--- config.mk ---
export PLATFORM = sky130hd
export DESIGN_NAME = trit5_unpacker
export DESIGN_NICKNAME = d
export VERILOG_FILES = /design/src/rtl/ntru_pkg.sv /design/src/rtl/div3_u8.sv /design/src/rtl/trit5_unpacker.sv
export SDC_FILE = /design/constraint.sdc
export NUM_CORES = 1
export LEC_CHECK = 0
export ABC_CLOCK_PERIOD_IN_PS = 9100
export CORE_MARGIN = 2
export CORE_UTILIZATION = 25
export DETAILED_ROUTE_END_ITERATION = 8
export PLACE_DENSITY_LB_ADDON = 0.1
export SYNTH_ARGS = -nofsm -noshare
export SYNTH_HDL_FRONTEND = slang
export SYNTH_SLANG_ARGS = --single-unit
export TNS_END_PERCENT = 50
--- constraint.sdc ---
create_clock -name clk -period 9.1 [get_ports clk]
set_input_delay 1.365 -clock clk [delete_from_list [all_inputs] [get_ports clk]]
set_output_delay 1.365 -clock clk [all_outputs]
set_load 0.01 [all_outputs]
--- src/rtl/ntru_pkg.sv ---
`default_nettype none
// ============================================================================
// Module      : ntru_pkg
// Description : Shared types and constants for the trit packing/unpacking path.
// Revision    : 1.0 - initial release
// ============================================================================
package ntru_pkg;

    typedef logic [1:0] trit_t;

    localparam trit_t TRIT_0 = 2'b00;
    localparam trit_t TRIT_1 = 2'b01;
    localparam trit_t TRIT_2 = 2'b10;

    localparam int          N_TRITS_HRSS   = 700;
    localparam logic [7:0]  BYTE_MAX_TRIT5 = 8'd242;

    typedef enum logic [1:0] {
        ST_IDLE      = 2'd0,
        ST_WAIT_BYTE = 2'd1,
        ST_EMIT      = 2'd2,
        ST_DONE      = 2'd3
    } unpack_state_t;

endpackage : ntru_pkg
`default_nettype wire

--- src/rtl/div3_u8.sv ---
`default_nettype none
// ============================================================================
// Module      : div3_u8
// Description : Exact combinational divide-by-3 of an 8-bit unsigned value.
// Revision    : 1.0 - initial release
// ============================================================================
module div3_u8 (
    input  logic [7:0] dividend,
    output logic [6:0] quotient,
    output logic [1:0] remainder
);

    // 171/512 overestimates 1/3 by less than 1/1500, exact for all 8-bit inputs
    assign quotient  = 7'((16'(dividend) * 16'd171) >> 9);
    assign remainder = 2'(dividend - (8'(quotient) * 8'd3));

endmodule : div3_u8
`default_nettype wire

--- src/rtl/trit5_unpacker.sv ---
`default_nettype none
// ============================================================================
// Module      : trit5_unpacker
// Description : Unpacks bytes (5 trits each, LS trit first) into a serial
//               coefficient stream. Optional macro TRIT5_RANGE_CHECK_EN.
// Revision    : 1.0 - initial release
// ============================================================================
module trit5_unpacker #(
    parameter int N_TRITS = 700,
    parameter int CNT_W   = 10
) (
    input  logic       clk,
    input  logic       ovr_rst,
    input  logic       start,
    input  logic       in_valid,
    output logic       in_ready,
    input  logic [7:0] in_byte,
    output logic       out_valid,
    input  logic       out_ready,
    output logic [1:0] out_trit,
    output logic       out_last,
    output logic       done,
    output logic       busy,
    output logic       err_range
);
    import ntru_pkg::*;

    localparam logic [CNT_W-1:0] C_LAST_CNT = CNT_W'(N_TRITS - 1);

    unpack_state_t    r_state, w_state_nxt;
    logic [7:0]       r_cur;
    logic [2:0]       r_trit_idx;
    logic [CNT_W-1:0] r_coef_cnt;
    logic [6:0]       w_quo;
    trit_t            w_rem;
    logic             w_final, w_beat, w_accept, w_start_acc;

    div3_u8 u_div3 (
        .dividend  (r_cur),
        .quotient  (w_quo),
        .remainder (w_rem)
    );

    assign w_final     = (r_coef_cnt == C_LAST_CNT);
    assign w_beat      = out_valid & out_ready;
    assign w_accept    = in_valid & in_ready;
    assign w_start_acc = (r_state == ST_IDLE) & start;

    always_ff @(posedge clk or posedge ovr_rst) begin
        if (ovr_rst) begin
            r_state <= ST_IDLE;
        end else begin
            r_state <= w_state_nxt;
        end
    end

    always_comb begin
        w_state_nxt = r_state;
        in_ready    = 1'b0;
        out_valid   = 1'b0;
        out_trit    = TRIT_0;
        out_last    = 1'b0;
        done        = 1'b0;
        busy        = 1'b1;
        case (r_state)
            ST_IDLE: begin
                busy = 1'b0;
                if (start) w_state_nxt = ST_WAIT_BYTE;
            end
            ST_WAIT_BYTE: begin
                in_ready = 1'b1;
                if (in_valid) w_state_nxt = ST_EMIT;
            end
            ST_EMIT: begin
                out_valid = 1'b1;
                out_trit  = w_rem;
                out_last  = w_final;
                // Overlap: the next byte may land on the fifth-trit beat
                in_ready  = (r_trit_idx == 3'd4) && out_ready && !w_final;
                if (out_ready) begin
                    if (w_final)
                        w_state_nxt = ST_DONE;
                    else if ((r_trit_idx == 3'd4) && !in_valid)
                        w_state_nxt = ST_WAIT_BYTE;
                end
            end
            ST_DONE: begin
                done        = 1'b1;
                w_state_nxt = ST_IDLE;
            end
            default: w_state_nxt = ST_IDLE;
        endcase
    end

    always_ff @(posedge clk or posedge ovr_rst) begin
        if (ovr_rst) begin
            r_cur      <= 8'd0;
            r_trit_idx <= 3'd0;
            r_coef_cnt <= '0;
        end else begin
            if (w_start_acc) begin
                r_coef_cnt <= '0;
                r_trit_idx <= 3'd0;
            end
            if (w_accept) begin
                r_cur      <= in_byte;
                r_trit_idx <= 3'd0;
            end else if (w_beat) begin
                r_cur <= {1'b0, w_quo};
                if (r_trit_idx != 3'd4) r_trit_idx <= r_trit_idx + 3'd1;
            end
            if (w_beat) r_coef_cnt <= r_coef_cnt + CNT_W'(1);
        end
    end

`ifdef TRIT5_RANGE_CHECK_EN
    logic r_err_range;
    logic w_err_set;

    // Partial last byte: whatever remains in the quotient is discarded trits
    assign w_err_set = (w_accept && (in_byte > BYTE_MAX_TRIT5)) ||
                       (w_beat && w_final && (r_trit_idx != 3'd4) && (w_quo != 7'd0));

    always_ff @(posedge clk or posedge ovr_rst) begin
        if (ovr_rst) begin
            r_err_range <= 1'b0;
        end else if (w_start_acc) begin
            r_err_range <= 1'b0;
        end else if (w_err_set) begin
            r_err_range <= 1'b1;
        end
    end

    assign err_range = r_err_range;
`else
    assign err_range = 1'b0;
`endif

endmodule : trit5_unpacker
`default_nettype wire

# == After elaboration in Yosys (flattened, before gate mapping) ==
# Index checks and enable logic that the tools add are counted.
# totals
reg_bits,23
latch_bits,0
mem_bits_rw,0
romBits,0
wordCells,51
n_memories,0
# op_classes
addsub,3
n_mul,2
div_mod_pow,0
n_lt_le_gt_ge,0
n_eq_ne,10
shift,0
muxes,20
bitwise_logic,3
reduce_logical,9
# op_table
cell,count
$mux 10,2
$mul 8x8->16 const B,1
$mux 8,2
$mux 2,6
$mux 3,4
$add 10x1->10 const B,1
$eq 10x10->1 const B,1
$pmux 2 s4,1
$mul 7x2->2 const B,1
$ne 2x2->1 const B,3
$ne 3x3->1 const B,2
$eq 2x2->1 const B,2
$mux 1,4
$reduce_and 4->1,1
$reduce_bool 2->1,2
$add 3x1->3 const B,1
$and 1x1->1,3
$eq 3x3->1 const B,1
$logic_and 1x1->1,3
$eq 2x1->1 const B,1
$logic_not 1->1,2
$logic_not 2->1,1
$pmux 1 s2,1
$sub 2x2->2,1

# == Depth between registers and ports, before layout ==
# Gate-level depths: netlist of run 1.
# depth
word_depth,6
ltp_mapped,17

# == Hierarchy ==
# From an unflattened synthesis of run 1, not the netlist that was laid out.
# unflattened
cells_unflattened,304
area_unflattened_um2,2728.9
# by_module_without_submodules
module,instances,cells_per_inst,area_per_inst_um2,seq_area_each_um2
trit5_unpacker,1,151,1416.4,575.6
div3_u8,1,153,1312.5,0.0

# == Worst setup path after synthesis of run 1 ==
# OpenSTA, ideal clock, no wires.
# synth_path
path_type,register to output
start,register r_cur[1]
end,output out_trit[1]
arrival_ns,4.117
path_slack_ns,3.618
stages_incl_launch_ff,17
path_buffers,0
cell_sequence,dfrtp_1 > ha_1 > fa_1 > fa_1 > inv_1 > fa_1 > inv_1 > ha_1 > nor3_1 > a21oi_1 > xnor2_1 > xnor2_1 > inv_1 > ha_1 > nor2_1 > xnor3_1 > and2_1
# synth_via
elab_chain_cells,4
# synth_lines
element,line_no,rtl
from (decl),trit5_unpacker.sv:31,logic [7:0] r_cur;
from (signal assigned),trit5_unpacker.sv:106,r_cur <= in_byte;
from (signal assigned),trit5_unpacker.sv:109,"r_cur <= {1'b0, w_quo};"
$mul 8x8->16,div3_u8.sv:14,assign quotient = 7'((16'(dividend) * 16'd171) >> 9);
$mul 7x2->2,div3_u8.sv:15,assign remainder = 2'(dividend - (8'(quotient) * 8'd3));
$sub 2x2->2 *,div3_u8.sv:15,
$mux 2 *,trit5_unpacker.sv:65,case (r_state)
to (decl),trit5_unpacker.sv:20,"output logic [1:0] out_trit,"
# Mark *: on every way between the ends. The rest lies on a longest branch, timed or not.

# == Worst setup path after layout of run 1 ==
# Same ends and word-level chain as after synthesis.

==> results.toml, run 1 <==
[synth]
ys_seq_elements = 23
yosysWarnings = 0
synthCells = 275
syn_nets = 351
syn_area_um2 = 2451
yosysUniqueCellTypes = 41
synthArstFlopShare_pct = 100.0
avgSynthCellArea_um2 = 8.913
synth_edf_count = 0
synth_flop_cell = "dfrtp_1"
yosysSeqAreaShare_pct = 23.48

[die]
rows = 36
die_h_um = 103.0
chipWidth_um = 103.0
initial_core_util_pct = 25.43
dieArea_um2 = 10610
io_pins = 21
core-area_um2 = 9639

[sta]
layout_min_cycle_time_ps = 6494
finalCritPeriodShare_pct = 71.36
setup_viol = 0
maxSlewViolCount = 0
tightest_slew_ps = 965.3
rsz0062_at_grt = "false"
max_freq_mhz = 154.0
hold_violations = 0
finalClockSkew_ps = 2.295
tns_ps = 0
max_slew_margin_pct = 35.58

[placed_design]
hpwl_um = 4158
port_buffers = 19
gp_congestion = 0.7079

[detailed_routing]
antenna_left = 0
dr.pass1.iters = 4
wirelength_um = 5291
drt_iter0_markers = 64
route.detailed.vias_per_inst = 4.384
vias = 1859
wl_per_cell_um = 12.48
post-route-drc-count = 0

[worst_setup_path]
cp-start-kind = "flop"
required_ps = 7740
r2r_slack_ps = 4830
worstPathArrival_ps = 5130
r2r-end = "r_cur[6]"
crit_fanout = 8
end_kind = "output port"
worst-setup-path-type = "reg2out"
ff2ff_path_depth = 14
r2r_start = "r_cur[1]"

[hold_path]
hp-class = "reg2reg"
hp-start = "r_coef_cnt[6]"
hold_path_depth = 1
holdPathEnd = "r_coef_cnt[6]"

[finish]
area_growth_pct = 15.11
antenna_cells = 0
final_nets = 368
drive_gt1_share_pct = 4.467
most-common-layout-cells = "ha_1 (51), inv_1 (42), nand2_1 (26), nor2_1 (24), dfrtp_1 (23)"
filler_cell_count = 1073
layout_commonest_cell = "ha_1"

[grt]
antenna_found_initial = 0
grt_max_degree = 24
grt_pass1_wl_um = 9094
overflow = 0
grt_usage_pct = 10.90
grt_pass1_vias = 1869

[clock_network]
clock_latency_ps = 260
clockBufferDepth = 2
postCtsResizedCells = 0
numCtsBuffers = 3
cts_root_buf = "clkbuf_8"
postCtsSetupRepairBufs = 0
numClockSinks = 23
clkTransAtPathRegs_ps = 80
h-tree-depth = 1
cts_tree = "done"
ctsHoldBuffers = 0

[job]
cap_violations = 0

[run_status]
outcome = "finished clean"
per-stage QoR:
step	setup WS (ps)	std cells	instance area (µm²)	utilization, %	hold WS [ps]
3_3_place_gp	2963	420	2776	28.80	525.5
5_1_grt	2288	424	2821	29.27	565.5
4_1_cts	2561	424	2821	29.27	528.0
2_1_floorplan	3618	275	2451	-	477.2
6_report	2606	424	2821	29.27	523.9
3_5_place_dp	2874	420	2776	28.80	511.5
synthesized netlist by cell type, drive strengths merged, types with 3 or more instances:
library cell	count	area [µm²]
xor2	6	52.55
inv	42	157.7
xnor2	4	35.03
ha	51	638.1
o21ai	17	85.08
a31oi	5	37.53
nor2	24	90.09
a21oi	10	50.05
nand3	7	35.03
nand2	27	103.9
and2	6	37.54
fa	12	240.2
dfrtp	23	575.6
o21a	4	30.03
or2	3	18.77
o31ai	4	48.79
o22ai	4	25.02
clkbuf	5	18.77
critical path, cell delays in order (launching register included):
cell             delay, ps
dfrtp_1                500
ha_1                   380
fa_1                   500
fa_1                   520
inv_1                   50
fa_1                   530
inv_1                   40
ha_1                   210
nor3_1                 290
a21oi_1                130
xnor2_1                330
xnor2_1                190
inv_1                   70
ha_1                   180
nor2_1                 110
xnor3_1                210
and2_1                 160
clkdlybuf4s50_1        470
registers in the layout, indices dropped and copies added (netlist names):
register,flops
r_trit_idx,3
r_cur,8
r_state,2
r_coef_cnt,10
kinds of logic (layout without fill, tap and decap cells):
| logic type | count (synthesis) | after routing | synth area share, % |
|---|---|---|---|
| compound gates | 53 | 53 | 14.34 |
| simple gates | 75 | 75 | 13.99 |
| fa+ha+maj | 63 | 63 | 35.83 |
| flops | 23 | 23 | 23.48 |
| other cells | 1 | 1 | 0.1530 |
| xor+xnor | 11 | 11 | 4.492 |
| buf+inv | 49 | 65 | 7.708 |
metal layers:
metal	vias up	wire (µm)	global-route usage (%)
met4	0	29	2.429
met1	895	2391	13.46
met2	11	2801	20.48
met5	-	0	0
met3	2	68	0.9492
li1	951	-	-
worst max path at each step:
stage / start / endpoint / slack, ps / depth (start not counted)
after CTS: r_cur[1] / out_trit[1] / 2560 / 17
after floorplan: r_cur[1] / out_trit[1] / 3620 / 16
after detailed placement: r_cur[1] / out_trit[1] / 2870 / 17
final: r_cur[1] / out_trit[1] / 2610 / 17
after global routing: r_cur[1] / out_trit[1] / 2290 / 17
after global placement: r_cur[1] / out_trit[1] / 2960 / 17
layout make-up:
| type | count | area (µm²) | share of cell area, % |
|---|---|---|---|
| clock buffer | 4 | 45.04 | 1.596 |
| inverter | 42 | 157.7 | 5.588 |
| timing repair buffer | 19 | 190.2 | 6.741 |
| sequential | 23 | 575.6 | 20.40 |
| tap | 133 | 166.4 | 5.898 |
| multi-input combinational | 203 | 1687 | 59.78 |
Power of run 1 is not shown: default switching activity piles up to over one toggle a cycle in this logic, so the estimate is an artifact.
==> run 2, diff against run 1 <==
ABC_CLOCK_PERIOD_IN_PS = 5300   (was 9100)
clock period = 5.3 ns   (was 9.1 ns; I/O delays follow)
==> results.toml, run 2 (synthesis results as in run 1) <==
[run_status]
outcome = "finished clean"

[clock_network]
clockBufferDepth = 2
cts_tree = "done"
h-tree-depth = 1
numClockSinks = 23
numCtsBuffers = 3
postCtsSetupRepairBufs = 0
ctsHoldBuffers = 0
clock_latency_ps = 260
cts_root_buf = "clkbuf_8"
clkTransAtPathRegs_ps = 90

[grt]
grt_pass1_vias = 1942
grt_pass1_wl_um = 9494
grt_usage_pct = 11.22
overflow = 0
grt_max_degree = 24
antenna_found_initial = 0

[job]
cap_violations = 0

[die]
initial_core_util_pct = 25.43
core-area_um2 = 9639
rows = 36
chipWidth_um = 103.0
die_h_um = 103.0
io_pins = 21
dieArea_um2 = 10610

[detailed_routing]
antenna_left = 0
wl_met2_um = 2729
met3_wirelength_um = 53
wirelength_um = 5414
post-route-drc-count = 0
dr.pass1.iters = 4
vias = 1870
route.detailed.vias_per_inst = 4.319
wl_per_cell_um = 12.50
drt_iter0_markers = 65
met1_length_um = 2602
routed.top_layer = "met4"

[sta]
finalCritPeriodShare_pct = 95.52
layout_min_cycle_time_ps = 5063
setup_viol = 0
maxSlewViolCount = 0
max_freq_mhz = 197.5
max_slew_margin_pct = 38.63
rsz0062_at_grt = "false"
finalWorstSetupSlack_ps = 237.3
tightest_slew_ps = 919.5
hold_violations = 0
finalClockSkew_ps = 6.793

[finish]
layout_commonest_cell = "ha_1"
fin_util_pct = 30.57
final_cell_area_um2 = 2947
final_nets = 377
top_register = "r_coef_cnt"
area_growth_pct = 20.21
antenna_cells = 0
drive_gt1_share_pct = 11.33
top_regs = "r_coef_cnt (10), r_cur (8), r_trit_idx (3)"
largest_register_ffs = 10
most-common-layout-cells = "ha_1 (47), inv_1 (41), nand2_1 (26), nor2_1 (23), dfrtp_1 (23)"

[worst_setup_path]
end_kind = "output port"
path_buf_inv = 3
slowest_stage = "fa_1"
crit_fanout = 2
slowest_delay_ps = 520
worstPathArrival_ps = 4270
worstPathCellList = "ha_4, fa_1, fa_1, inv_2, fa_1, inv_1, ha_2, o21a_1, nor2_2, a21oi_2, xnor2_2, xnor2_2, ha_1, xor2_1, and2_1, dlygate4sd2_1"
path_delay_family = "adder cells"
worst-setup-path-type = "reg2out"
required_ps = 4510
critPathMostFrequentCell = "fa_1"
cp-start-kind = "flop"

[placed_design]
placed_area_um2 = 2844
port_buffers = 19
gp_congestion = 0.6923
hpwl_um = 4391
post-place-ws_ps = -28.59

[hold_path]
hp-class = "reg2reg"
run 2: cell count changes in the layout (fill, tap and decap cells not counted), moves of 2 or more:
cell,delta
buf_4,+9
xnor2_2,+2
clkdlybuf4s50_1,-2
ha_2,+2
ha_1,-4
xnor2_1,-2
ha_4,+2
run 2: final timing paths:
check                               from             to  slack (ps)  depth (start not counted)
max                             r_cur[3]    out_trit[0]         240                         16
min                        r_coef_cnt[0]  r_coef_cnt[0]         530                          1
max reg2reg                     r_cur[3]       r_cur[6]        1280                         14
min reg2reg                r_coef_cnt[0]  r_coef_cnt[0]         530                          1
max in group asynchronous        ovr_rst  r_trit_idx[2]        3700                          2
min in group asynchronous        ovr_rst  r_coef_cnt[2]        1030                          2
run 2: through the flow:
step / setup TNS, ps / cells / hold WS, ps
2_1_floorplan: 0 / 275 / 477.2
3_3_place_gp: 0 / 429 / 518.2
3_5_place_dp: -28.59 / 429 / 518.1
4_1_cts: 0 / 433 / 533.7
5_1_grt: 0 / 433 / 567.1
6_report: 0 / 433 / 532.0
run 2: repair_timing:
item / CTS / global route
endpoints found under the setup margin: 2 / 2
gates resized for setup: 5 / 10
pin swaps: 4 / 7
run 2: layout make-up:
class	count	area, µm²
Sequential cell	23	575.6
Multi-Input combinational cell	203	1750
Clock buffer	4	45.04
Timing Repair Buffer	28	251.5
Inverter	42	157.7
Tap cell	133	166.4
Fill cell	1056	6693
run 2: per-layer routing:
metal,track usage (%),up-vias
met3,0.9492,2
li1,-,969
met4,2.328,0
met2,19.58,11
met5,0,-
met1,15.17,888
Power of run 2 is left out for the same reason.
